--- src/rtl/state_collector_if.sv ---
`default_nettype none
// ============================================================================
// state_collector_if : byte-stream input and 4x4 block output bundle
// Rev 1.0 : initial release
// ============================================================================
interface state_collector_if;
  logic [7:0] in_byte;
  logic       in_valid;
  logic       in_ready;
  logic       in_dir;
  logic       abort;
  logic [7:0] a0, a1, a2, a3;
  logic [7:0] b0, b1, b2, b3;
  logic [7:0] c0, c1, c2, c3;
  logic [7:0] d0, d1, d2, d3;
  logic       s7;
  logic       blk_valid;
  logic       blk_ready;
  logic [4:0] fill_cnt;
  logic [7:0] chk;

  modport master (
    output in_byte, in_valid, in_dir, abort, blk_ready,
    input  in_ready, a0, a1, a2, a3, b0, b1, b2, b3,
           c0, c1, c2, c3, d0, d1, d2, d3, s7, blk_valid, fill_cnt, chk
  );

  modport slave (
    input  in_byte, in_valid, in_dir, abort, blk_ready,
    output in_ready, a0, a1, a2, a3, b0, b1, b2, b3,
           c0, c1, c2, c3, d0, d1, d2, d3, s7, blk_valid, fill_cnt, chk
  );
endinterface
`default_nettype wire

--- src/rtl/state_collector.sv ---
`default_nettype none
// ============================================================================
// state_collector : gathers 16 serial bytes into a 4x4 state matrix and hands
//                   it downstream with a valid/ready handshake.
// Option macro    : STATE_CHECKSUM_EN (running XOR checksum of the block)
// Rev 1.0 : initial release
// ============================================================================
module state_collector (
  input  wire logic        clk,
  input  wire logic        rst_n,
  state_collector_if.slave bus
);

  typedef enum logic [0:0] {
    ST_FILL = 1'b0,
    ST_FULL = 1'b1
  } state_t;

  state_t           state_q, state_d;
  logic [4:0]       fill_cnt_q, fill_cnt_d;
  logic [15:0][7:0] mat_q, mat_d;
  logic             s7_q, s7_d;
  logic             accept;

  // abort has priority over in_valid, so an aborted byte is never stored
  assign accept = (state_q == ST_FILL) && bus.in_valid && !bus.abort;

  always_comb begin
    state_d    = state_q;
    fill_cnt_d = fill_cnt_q;
    mat_d      = mat_q;
    s7_d       = s7_q;
    case (state_q)
      ST_FILL: begin
        if (accept) begin
          mat_d[fill_cnt_q[3:0]] = bus.in_byte;
          if (fill_cnt_q == 5'd0) begin
            s7_d = bus.in_dir;
          end
          fill_cnt_d = fill_cnt_q + 5'd1;
          if (fill_cnt_q == 5'd15) begin
            state_d = ST_FULL;
          end
        end else if (bus.abort) begin
          fill_cnt_d = 5'd0;
        end
      end
      ST_FULL: begin
        if (bus.blk_ready) begin
          state_d    = ST_FILL;
          fill_cnt_d = 5'd0;
        end
      end
      default: begin
        state_d = ST_FILL;
      end
    endcase
  end

  always_ff @(posedge clk) begin
    if (!rst_n) begin
      state_q    <= ST_FILL;
      fill_cnt_q <= 5'd0;
      mat_q      <= '0;
      s7_q       <= 1'b0;
    end else begin
      state_q    <= state_d;
      fill_cnt_q <= fill_cnt_d;
      mat_q      <= mat_d;
      s7_q       <= s7_d;
    end
  end

`ifdef STATE_CHECKSUM_EN
  logic [7:0] chk_q, chk_d;
  logic       chk_clr;

  assign chk_clr = ((state_q == ST_FILL) && bus.abort) ||
                   ((state_q == ST_FULL) && bus.blk_ready);

  always_comb begin
    chk_d = chk_q;
    if (chk_clr) begin
      chk_d = 8'h00;
    end else if (accept) begin
      chk_d = chk_q ^ bus.in_byte;
    end
  end

  always_ff @(posedge clk) begin
    if (!rst_n) begin
      chk_q <= 8'h00;
    end else begin
      chk_q <= chk_d;
    end
  end

  assign bus.chk = chk_q;
`else
  assign bus.chk = 8'h00;
`endif

  assign bus.in_ready  = (state_q == ST_FILL);
  assign bus.blk_valid = (state_q == ST_FULL);
  assign bus.fill_cnt  = fill_cnt_q;
  assign bus.s7        = s7_q;

  assign bus.a0 = mat_q[0];
  assign bus.a1 = mat_q[1];
  assign bus.a2 = mat_q[2];
  assign bus.a3 = mat_q[3];
  assign bus.b0 = mat_q[4];
  assign bus.b1 = mat_q[5];
  assign bus.b2 = mat_q[6];
  assign bus.b3 = mat_q[7];
  assign bus.c0 = mat_q[8];
  assign bus.c1 = mat_q[9];
  assign bus.c2 = mat_q[10];
  assign bus.c3 = mat_q[11];
  assign bus.d0 = mat_q[12];
  assign bus.d1 = mat_q[13];
  assign bus.d2 = mat_q[14];
  assign bus.d3 = mat_q[15];

endmodule
`default_nettype wire
--- src/flat_wrapper.sv ---
// flat-port wrapper written by rule: the top's interface ports become plain ports
module state_collector_flat 
  (clk, rst_n, bus_in_byte, bus_in_valid, bus_in_dir, bus_abort, bus_blk_ready, bus_in_ready, bus_a0, bus_a1, bus_a2, bus_a3, bus_b0, bus_b1, bus_b2, bus_b3, bus_c0, bus_c1, bus_c2, bus_c3, bus_d0, bus_d1, bus_d2, bus_d3, bus_s7, bus_blk_valid, bus_fill_cnt, bus_chk);
  state_collector_if bus_i ();
  input  wire logic clk;
  input  wire logic rst_n;
  input wire logic [$bits(bus_i.in_byte)-1:0] bus_in_byte;
  input wire logic [$bits(bus_i.in_valid)-1:0] bus_in_valid;
  input wire logic [$bits(bus_i.in_dir)-1:0] bus_in_dir;
  input wire logic [$bits(bus_i.abort)-1:0] bus_abort;
  input wire logic [$bits(bus_i.blk_ready)-1:0] bus_blk_ready;
  output wire logic [$bits(bus_i.in_ready)-1:0] bus_in_ready;
  output wire logic [$bits(bus_i.a0)-1:0] bus_a0;
  output wire logic [$bits(bus_i.a1)-1:0] bus_a1;
  output wire logic [$bits(bus_i.a2)-1:0] bus_a2;
  output wire logic [$bits(bus_i.a3)-1:0] bus_a3;
  output wire logic [$bits(bus_i.b0)-1:0] bus_b0;
  output wire logic [$bits(bus_i.b1)-1:0] bus_b1;
  output wire logic [$bits(bus_i.b2)-1:0] bus_b2;
  output wire logic [$bits(bus_i.b3)-1:0] bus_b3;
  output wire logic [$bits(bus_i.c0)-1:0] bus_c0;
  output wire logic [$bits(bus_i.c1)-1:0] bus_c1;
  output wire logic [$bits(bus_i.c2)-1:0] bus_c2;
  output wire logic [$bits(bus_i.c3)-1:0] bus_c3;
  output wire logic [$bits(bus_i.d0)-1:0] bus_d0;
  output wire logic [$bits(bus_i.d1)-1:0] bus_d1;
  output wire logic [$bits(bus_i.d2)-1:0] bus_d2;
  output wire logic [$bits(bus_i.d3)-1:0] bus_d3;
  output wire logic [$bits(bus_i.s7)-1:0] bus_s7;
  output wire logic [$bits(bus_i.blk_valid)-1:0] bus_blk_valid;
  output wire logic [$bits(bus_i.fill_cnt)-1:0] bus_fill_cnt;
  output wire logic [$bits(bus_i.chk)-1:0] bus_chk;
  assign bus_i.in_byte = bus_in_byte;
  assign bus_i.in_valid = bus_in_valid;
  assign bus_i.in_dir = bus_in_dir;
  assign bus_i.abort = bus_abort;
  assign bus_i.blk_ready = bus_blk_ready;
  assign bus_in_ready = bus_i.in_ready;
  assign bus_a0 = bus_i.a0;
  assign bus_a1 = bus_i.a1;
  assign bus_a2 = bus_i.a2;
  assign bus_a3 = bus_i.a3;
  assign bus_b0 = bus_i.b0;
  assign bus_b1 = bus_i.b1;
  assign bus_b2 = bus_i.b2;
  assign bus_b3 = bus_i.b3;
  assign bus_c0 = bus_i.c0;
  assign bus_c1 = bus_i.c1;
  assign bus_c2 = bus_i.c2;
  assign bus_c3 = bus_i.c3;
  assign bus_d0 = bus_i.d0;
  assign bus_d1 = bus_i.d1;
  assign bus_d2 = bus_i.d2;
  assign bus_d3 = bus_i.d3;
  assign bus_s7 = bus_i.s7;
  assign bus_blk_valid = bus_i.blk_valid;
  assign bus_fill_cnt = bus_i.fill_cnt;
  assign bus_chk = bus_i.chk;
  state_collector u_core (.clk(clk), .rst_n(rst_n), .bus(bus_i));
endmodule
--- config.mk ---
export PLATFORM = sky130hd
export DESIGN_NAME = state_collector_flat
export DESIGN_NICKNAME = d
export VERILOG_FILES = /design/src/rtl/state_collector_if.sv /design/src/rtl/state_collector.sv /design/src/flat_wrapper.sv
export SDC_FILE = /design/constraint.sdc
export NUM_CORES = 1
export LEC_CHECK = 0
export BUFFER_PORTS_ARGS = -buffer_cell sky130_fd_sc_hd__buf_2
export CORE_UTILIZATION = 46
export DETAILED_ROUTE_END_ITERATION = 8
export PLACE_DENSITY_LB_ADDON = 0.1
export SLEW_MARGIN = 20
export SYNTH_ARGS = -nofsm -noshare
export SYNTH_HDL_FRONTEND = slang
export SYNTH_SLANG_ARGS = --single-unit
export TNS_END_PERCENT = 30
--- constraint.sdc ---
create_clock -name clk -period 1.5 [get_ports clk]
set_input_delay 0.225 -clock clk [delete_from_list [all_inputs] [get_ports clk]]
set_output_delay 0.225 -clock clk [all_outputs]
set_load 0.03 [all_outputs]
Word-level counts from Yosys, hierarchy flattened
Index checks and enable logic that the tools add are counted.
{ "totals": {"reg_bits": 135, "latchBits": 0, "ramBits": 0, "mem_bits_ro": 0, "in_bits": 14, "n_memories": 0} }
{ "classes": {"n_addsub": 1, "mul": 0, "div": 0, "order_cmp": 2, "n_eq_ne": 3, "shift": 0, "muxes": 11, "n_bitwise": 1, "reduce_logical": 8} }
{ "op_table": {"columns": ["op", "n"], "rows": [
  ["$bwmux 128", 1],
  ["$demux 8 s4", 1],
  ["$mux 5", 3],
  ["$pmux 5 s2", 1],
  ["$mux 8", 1],
  ["$add 5x1->5 const B", 1],
  ["$eq 5x4->1 const B", 1],
  ["$logic_not 5->1", 1],
  ["$lt 4x5->1 const B", 1],
  ["$ge 4x1->1 const B", 1],
  ["$reduce_and 2->1", 2],
  ["$logic_and 1x1->1", 3],
  ["$mux 1", 3],
  ["$ne 3x2->1 const B", 1],
  ["$reduce_and 3->1", 1],
  ["$ne 2x2->1 const B", 1],
  ["$pmux 1 s2", 1],
  ["$logic_not 1->1", 1],
  ["$not 1->1", 1]
]} }

Longest topological paths before layout
Gate-level depths: netlist (run 1).
{ "depth": {"ltp_word": 5, "mapped_depth": 6, "depth_no_buf": 5} }

Worst setup path before layout (run 1)
No wires, ideal clock.
{ "synth_timing": {"kind": "flip-flop to flip-flop", "start": "register u_core.fill_cnt_q[1] (netlist: u_core.bus.fill_cnt[1])", "end": "register u_core.fill_cnt_q[2] (netlist: u_core.bus.fill_cnt[2])", "setup_ps": 70, "arrival_time_ps": 1606, "required_time_ps": 1430, "path_slack_ps": -176, "path_stages_with_launch": 6, "path_cell_list": "dfxtp_1 ha_1 clkbuf_2 inv_1 or4_1 a21oi_1"} }
{ "synth_between": {"elab_chain_len": 3} }
{ "synth_rtl": {"columns": ["item", "line_no", "text"], "rows": [
  ["start, declared", "state_collector.sv:20", "logic [4:0] fill_cnt_q, fill_cnt_d;"],
  ["start signal, assigned", "state_collector.sv:68", "fill_cnt_q <= fill_cnt_d;"],
  ["$add 5x1->5", "state_collector.sv:40", "fill_cnt_d = fill_cnt_q + 5'd1;"],
  ["$mux 5", "state_collector.sv:35", "if (accept) begin"],
  ["$pmux 5 s2", "state_collector.sv:33", "case (state_q)"]
]} }
No other way between the ends.
A chain may end at the register's enable or synchronous reset.

Worst setup path in the final report (run 1)
{ "layout_timing": {"start": "register u_core.state_q (netlist: u_core.bus.blk_valid)", "end": "register u_core.fill_cnt_q[3] (netlist: u_core.bus.fill_cnt[3])"} }
{ "layout_between": {"elab_chain_len": 5, "elab_cells_between_ends": 8, "cone_classes": "eq/ne: 2; mux: 2; bitwise: 1; reduce/logical: 3"} }
{ "layout_rtl": {"columns": ["item", "line_no", "text"], "rows": [
  ["start, declared", "state_collector.sv:19", "state_t state_q, state_d;"],
  ["start signal, assigned", "state_collector.sv:67", "state_q <= state_d;"],
  ["$not 1->1 (no source line)", null, null],
  ["$logic_and 1x1->1 (2 in a row)", "state_collector.sv:26", "assign accept = (state_q == ST_FILL) && bus.in_valid && !bus.abort;"],
  ["$mux 5 / $ne 3x2->1 (equally long branches)", null, null],
  ["$pmux 5 s2 / $reduce_and 2->1 (equally long branches)", null, null]
]} }
Several ways; a longest one is shown, not always the timed one.

==> results of run 1 <==
-- per-stage QoR --
step            TNS, ns  cell area [um^2]  power, mW  cells
5_1_grt        -0.00412              6780       8.23    812
3_5_place_dp          0              6200       4.06    781
2_1_floorplan         0              5290       3.94    508
4_1_cts               0              6770       8.04    812
6_report              0              6780       7.98    812
3_3_place_gp          0              6200       4.06    781
-- cells in the final DEF, fill, tap and decap left out, drive strengths merged --
cell type  count
a21boi         3
a21oi          3
and2           1
and3           5
buf          175
bufinv         1
clkbuf        25
clkinv         3
clkinvlp       2
conb           8
dfxtp        135
ha             5
inv            5
mux2i        129
nand2        140
nand2b         1
nand3         13
nand4          1
nor2           3
nor2b          4
nor3           1
nor3b          1
o21ai          4
o31ai          2
or4            2
-- power by group through the flow --
stage / registers (mW) / logic, mW / clock network, mW
6_report: 3.62 / 0.369 / 4.00
5_1_grt: 3.62 / 0.394 / 4.22
4_1_cts: 3.61 / 0.370 / 4.05
3_5_place_dp: 3.69 / 0.368 / 0
3_3_place_gp: 3.69 / 0.365 / 0
2_1_floorplan: 3.73 / 0.210 / 0
-- synth_stat cells (2+ instances only) --
| cell type | number | area share, % |
|---|---|---|
| nand2_1 | 140 | 10 |
| a21oi_1 | 3 | 0.29 |
| dfxtp_1 | 135 | 51 |
| clkbuf_1 | 20 | 1.4 |
| o31ai_1 | 2 | 0.29 |
| nand3_2 | 3 | 0.57 |
| ha_1 | 5 | 1.2 |
| nand3_4 | 9 | 3.0 |
| or4_1 | 2 | 0.29 |
| a21boi_0 | 3 | 0.43 |
| buf_6 | 3 | 0.64 |
| inv_1 | 5 | 0.36 |
| buf_8 | 3 | 0.86 |
| buf_2 | 6 | 0.57 |
| nor2_1 | 2 | 0.14 |
| and3_1 | 2 | 0.24 |
| o21ai_0 | 4 | 0.38 |
| mux2i_1 | 129 | 25 |
| nor2b_1 | 4 | 0.48 |
| and3_4 | 3 | 0.64 |
| buf_4 | 8 | 1.1 |
-- worst max-delay path by stage --
stage / start / to / slack, ns / depth (start not counted)
after floorplan: u_core.bus.fill_cnt[0]$_SDFFE_PN0P_ / u_core.bus.fill_cnt[4]$_SDFFE_PN0P_ / 0.0008 / 6
after global placement: bus_abort / u_core.bus.c0[2]$_SDFFE_PN0P_ / 0.1 / 6
after detailed placement: bus_abort / u_core.bus.b3[6]$_SDFFE_PN0P_ / 0.05 / 5
after CTS: u_core.bus.fill_cnt[2]$_SDFFE_PN0P_ / u_core.bus.b3[6]$_SDFFE_PN0P_ / 0.007 / 4
after global routing: u_core.bus.blk_valid$_SDFF_PN0_ / u_core.bus.b3[6]$_SDFFE_PN0P_ / -0.002 / 4
final: u_core.bus.blk_valid$_SDFF_PN0_ / u_core.bus.fill_cnt[3]$_SDFFE_PN0P_ / 0.07 / 4
-- critical path, cell delays in order (launching register included) --
cell and delay, ns:
dfxtp_1 0.41, nor3_1 0.08, buf_4 0.16, or4_1 0.49, a21oi_1 0.20
-- cells by family (layout without fill, tap and decap cells) --
family,Yosys count,count (layout),share of synthesized area (%)
DFF,135,135,51.4
other,1,8,0.0713
and+or+nand+nor,172,172,16.3
adders and majority gates,5,5,1.19
AOI/OAI and AO/OA,12,12,1.38
buffers and inverters,47,211,5.16
muxes,129,129,24.6
-- registers in the layout (all words and copies together), names as in the netlist, 5 cells and up --
| register | flops |
|---|---|
| u_core.bus.c3 | 8 |
| u_core.bus.c1 | 8 |
| u_core.bus.a1 | 8 |
| u_core.bus.d2 | 8 |
| u_core.bus.a3 | 8 |
| u_core.bus.b1 | 8 |
| u_core.bus.a2 | 8 |
| u_core.bus.d0 | 8 |
| u_core.bus.c0 | 8 |
| u_core.bus.b3 | 8 |
| u_core.bus.b2 | 8 |
| u_core.bus.d3 | 8 |
| u_core.bus.a0 | 8 |
| u_core.bus.fill_cnt | 5 |
| u_core.bus.c2 | 8 |
| u_core.bus.b0 | 8 |
| u_core.bus.d1 | 8 |
-- area by class of cell --
cell class / count / area [um^2]
fill: 927 / 4200
clock inverter: 6 / 63.8
inverter: 5 / 18.8
multi-input combinational: 326 / 2320
clock buffer: 25 / 508
tap: 140 / 175
sequential: 135 / 2710
timing repair buffer: 175 / 981
-- metal layers --
metal  up-vias  routed length (um)  part of all wire (%)
met2       129                6460                    48
li1       1961                   -                     -
met4         0                 198                   1.5
met5         -                   0                     0
met1      1933                6140                    45
met3        21                 785                   5.8
==> impl_metrics.json, run 1 <==
{
  "status": "complete, no violations",
  "syn_area_um2": 5260,
  "io_pins": 158,
  "cts_resized": 0,
  "numPortBuffers": 149,
  "synthesis.instances": 501,
  "min_to": "u_core.bus.s7$_SDFFE_PN0P_",
  "reg2reg_depth": 4,
  "hold_ws_ns": 0.0558,
  "cts.sinks": 135,
  "p_clk_share_pct": 50.1,
  "antenna_cells": 0,
  "pwr-share-comb_pct": 4.6,
  "cellPowerDensity_nw_per_um2": 1180,
  "vdd_drop_max_v": 0.000624,
  "cts_max_path_buffers": 2,
  "clk_latency_ns": 0.42,
  "rr_endpoint": "u_core.bus.fill_cnt[3]$_SDFFE_PN0P_",
  "via_per_inst": 4.98,
  "die_area_um2": 11900,
  "min_from": "bus_in_dir",
  "wl_per_cell_um": 16.7,
  "pre_cts_ws_ns": 0.0461,
  "cp.arrival_ns": 1.76,
  "synth-edff-count": 0,
  "ys_seq_elements": 135,
  "met2_usage_pct": 39.4,
  "layout-drive-gt1-share_pct": 33.2,
  "p_switching_mw": 1.77,
  "htree_levels": 4,
  "grt.met3_usage_pct": 7.65,
  "detail-route-antenna-nets": 0,
  "path_clk_slew_ns": 0.05,
  "busiest_layer": "met2",
  "clockRootBuffer": "clkbuf_16",
  "critPathMaxFanout": 7,
  "cts_setup_buffers": 0,
  "p_sw_share_pct": 22.1,
  "crit_type": "reg -> reg",
  "finalCriticalPeriod_ns": 1.43,
  "p_int_mw": 6.21,
  "p_seq_share_pct": 45.3,
  "period_share_pct": 95.1,
  "initial_core_util_pct": 47.9,
  "fmax_ghz": 0.701,
  "skew_ns": 0.00656,
  "hold_depth": 3,
  "dp_hpwl_um": 9210,
  "die_y_um": 109,
  "power_leakage_nw": 3.57,
  "ys.flop_type": "dfxtp_1",
  "grt_overflow": 0,
  "async_reset_ff_share_pct": 0,
  "first_global_vias": 4075,
  "slew_viol_final": 0,
  "numCtsBuffers": 17,
  "startpoint_type": "flip-flop",
  "antenna_found_initial": 0,
  "syn_to_final_growth_pct": 29.0,
  "critPathCaptureType": "flip-flop",
  "gp_congestion": 0.812,
  "via_count": 4044,
  "yosys_warnings": 0,
  "firstDrtPassIters": 6,
  "required_ns": 1.83,
  "rows": 38,
  "finalSetupViolCount": 0,
  "rrSetupSlack_ns": 0.07,
  "fin_nets": 679,
  "synth-seq-area-share_pct": 51.4,
  "hold_buffers": 0,
  "grtUsageMet1_pct": 30.2,
  "coreArea_um2": 11000,
  "syn_avg_cell_area_um2": 10.5,
  "drt_iter0_markers": 193,
  "fin_ws_ns": 0.0730,
  "cts_tree": "yes",
  "grt_setup_unrepaired": "yes",
  "postLayoutCoreUtil_pct": 61.8,
  "grt_pass1_wl_um": 21300,
  "synth.distinct_cells": 31,
  "timing.rr.start": "u_core.bus.blk_valid$_SDFF_PN0_",
  "cap_violations": 0,
  "grtUsageTotal_pct": 24.4,
  "die_w_um": 109,
  "hp-class": "in -> reg",
  "finalHoldViolations": 0,
  "grt_max_degree": 48,
  "drc": 0,
  "drt_wl_total_um": 13600
}
No activity file was read; power rests on OpenSTA's default activity.
==> run 2: changes to the inputs <==
--- a/config.mk
+++ b/config.mk
@@ -6,7 +6,8 @@
 export NUM_CORES = 1
 export LEC_CHECK = 0
 export BUFFER_PORTS_ARGS = -buffer_cell sky130_fd_sc_hd__buf_2
-export CORE_UTILIZATION = 46
+export CAP_MARGIN = 5
+export CORE_UTILIZATION = 45
 export DETAILED_ROUTE_END_ITERATION = 8
 export PLACE_DENSITY_LB_ADDON = 0.1
 export SLEW_MARGIN = 20
==> run 2 against run 1 <==
Effect of this change:
- register-to-register slack worse by 0.04 ns
- sequential share of layout area is 1.3 points lower
- power up 5.2%
- combinational power increased by 14%
- highest routed layer unchanged
- sequential cell count unchanged
- fmax decreased by 2.4%
==> impl_metrics.json, run 2 (synthesis results as in run 1) <==
{
  "vdd_drop_max_v": 0.000725,
  "layout-drive-gt1-share_pct": 34.6,
  "antenna_cells": 0,
  "cap_violations": 0,
  "p_int_mw": 6.57,
  "dp_hpwl_um": 9270,
  "rr_endpoint": "u_core.bus.d0[2]$_SDFFE_PN0P_",
  "numCtsBuffers": 17,
  "reg2reg_depth": 6,
  "rrSetupSlack_ns": 0.04,
  "grt_setup_unrepaired": "yes",
  "cp_top_family": "simple AND/OR/NAND/NOR gates",
  "fin_nets": 688,
  "p_clk_share_pct": 52.0,
  "startpoint_type": "flip-flop",
  "mostFrequentLayoutCells": "buf_2 (148), nand2_1 (140), dfxtp_1 (132), mux2i_1 (128), buf_4 (26)",
  "power_leakage_nw": 3.69,
  "hold_depth": 3,
  "pwr-share-comb_pct": 5.0,
  "hp-class": "in -> reg",
  "critPathMaxFanout": 8,
  "cp_num_buf_inv": 3,
  "crit_type": "reg -> reg",
  "cts.sinks": 135,
  "die_area_um2": 12100,
  "grt_max_degree": 67,
  "critPathSlowestCell": "dfxtp_2",
  "cts_tree": "yes",
  "critPathCaptureType": "flip-flop",
  "drc": 0,
  "power_mw": 8.39,
  "cellPowerDensity_nw_per_um2": 1200,
  "grt_pass1_wl_um": 20000,
  "timing.rr.start": "u_core.bus.blk_valid$_SDFF_PN0_",
  "period_share_pct": 97.5,
  "rows": 39,
  "p_seq_share_pct": 43.0,
  "hold_buffers": 0,
  "cp.arrival_ns": 1.79,
  "first_global_vias": 3746,
  "clockRootBuffer": "clkbuf_16",
  "fmax_ghz": 0.684,
  "skew_ns": 0.00739,
  "die_w_um": 110,
  "drt_wl_total_um": 13400,
  "finalHoldViolations": 0,
  "via_count": 4044,
  "drt_iter0_markers": 134,
  "critPathMaxStageDelay_ns": 0.35,
  "final_common_cell": "buf_2",
  "finalSetupTns_ns": 0,
  "detail-route-antenna-nets": 0,
  "grt_overflow": 0,
  "io_pins": 158,
  "required_ns": 1.82,
  "crit_chain": "nor3b_4 -> buf_12 -> buf_12 -> and3_4 -> buf_12 -> mux2i_2",
  "via_per_inst": 4.90,
  "pre_cts_ws_ns": 0.0519,
  "firstDrtPassIters": 6,
  "cts_max_path_buffers": 2,
  "coreArea_um2": 11400,
  "worst_slew_margin_rel_pct": 65.7,
  "p_switching_mw": 1.83,
  "slew_viol_final": 0,
  "clk_latency_ns": 0.41,
  "die_y_um": 110,
  "status": "complete, no violations",
  "htree_levels": 4,
  "numPortBuffers": 149,
  "antenna_found_initial": 0,
  "path_clk_slew_ns": 0.05,
  "min_to": "u_core.bus.s7$_SDFFE_PN0P_",
  "initial_core_util_pct": 46.1,
  "finalSetupViolCount": 0,
  "syn_to_final_growth_pct": 33.2,
  "fin_ws_ns": 0.0377,
  "p_sw_share_pct": 21.8,
  "finalCriticalPeriod_ns": 1.46,
  "min_from": "bus_in_dir",
  "crit_top_cell": "buf_12",
  "gp_congestion": 0.758,
  "tightest_slew_ns": 0.513,
  "grtUsageTotal_pct": 22.6,
  "wl_per_cell_um": 16.3
}
## run 2: worst max path at each step
stage / start / to / slack (ns) / cells after the start
floorplan: u_core.bus.fill_cnt[0]$_SDFFE_PN0P_ / u_core.bus.fill_cnt[4]$_SDFFE_PN0P_ / 0.0008 / 6
global placement: bus_abort / u_core.bus.a3[7]$_SDFFE_PN0P_ / 0.1 / 6
detailed placement: u_core.bus.blk_valid$_SDFF_PN0_ / u_core.bus.d0[2]$_SDFFE_PN0P_ / 0.05 / 5
CTS: u_core.bus.blk_valid$_SDFF_PN0_ / u_core.bus.d0[2]$_SDFFE_PN0P_ / 0.04 / 5
global route: u_core.bus.blk_valid$_SDFF_PN0_ / u_core.bus.d0[2]$_SDFFE_PN0P_ / -0.02 / 6
finish: u_core.bus.blk_valid$_SDFF_PN0_ / u_core.bus.d0[2]$_SDFFE_PN0P_ / 0.04 / 6
## run 2: per-layer routing
| layer | wire length [um] | vias up | track usage [%] |
|---|---|---|---|
| met3 | 897 | 9 | 7.58 |
| met2 | 6200 | 114 | 35.0 |
| met4 | 109 | 0 | 6.77 |
| li1 | - | 1996 | - |
| met5 | 0 | - | 0 |
| met1 | 6220 | 1925 | 29.8 |
## run 2: layout make-up
| cell class | count | area [um^2] |
|---|---|---|
| timing repair buffer | 184 | 1150 |
| clock inverter | 12 | 175 |
| clock buffer | 20 | 447 |
| sequential | 135 | 2710 |
| fill | 1003 | 4420 |
| tap | 143 | 179 |
| inverter | 5 | 18.8 |
| multi-input combinational | 326 | 2330 |
## run 2: stage by stage
stage | instances | hold slack [ns] | util [%] | area [um^2]
2_1_floorplan | 508 | 0.364 | - | 5290
3_3_place_gp | 788 | 0.442 | 55.1 | 6290
3_5_place_dp | 788 | 0.446 | 55.1 | 6290
4_1_cts | 820 | 0.0469 | 60.5 | 6910
5_1_grt | 825 | 0.0712 | 61.3 | 7000
6_report | 825 | 0.0613 | 61.3 | 7000
## run 2: worst reg2reg max path: stages (launching register included)
cell and delay, ns:
dfxtp_2 0.35, nor3b_4 0.23, buf_12 0.15, buf_12 0.11, and3_4 0.20, buf_12 0.13
mux2i_2 0.21
## run 2: power by group through the flow
stage / logic (mW) / registers [mW] / clock network (mW)
4_1_cts: 0.394 / 3.61 / 4.42
3_3_place_gp: 0.390 / 3.69 / 0
5_1_grt: 0.446 / 3.61 / 4.59
3_5_place_dp: 0.394 / 3.69 / 0
6_report: 0.419 / 3.61 / 4.36
2_1_floorplan: 0.210 / 3.73 / 0
## run 2: what timing repair did
action,CTS,global route
endpoints found under the setup margin,0,4
hold endpoints to repair,0,0
gates resized for setup,0,3
setup buffers,0,3
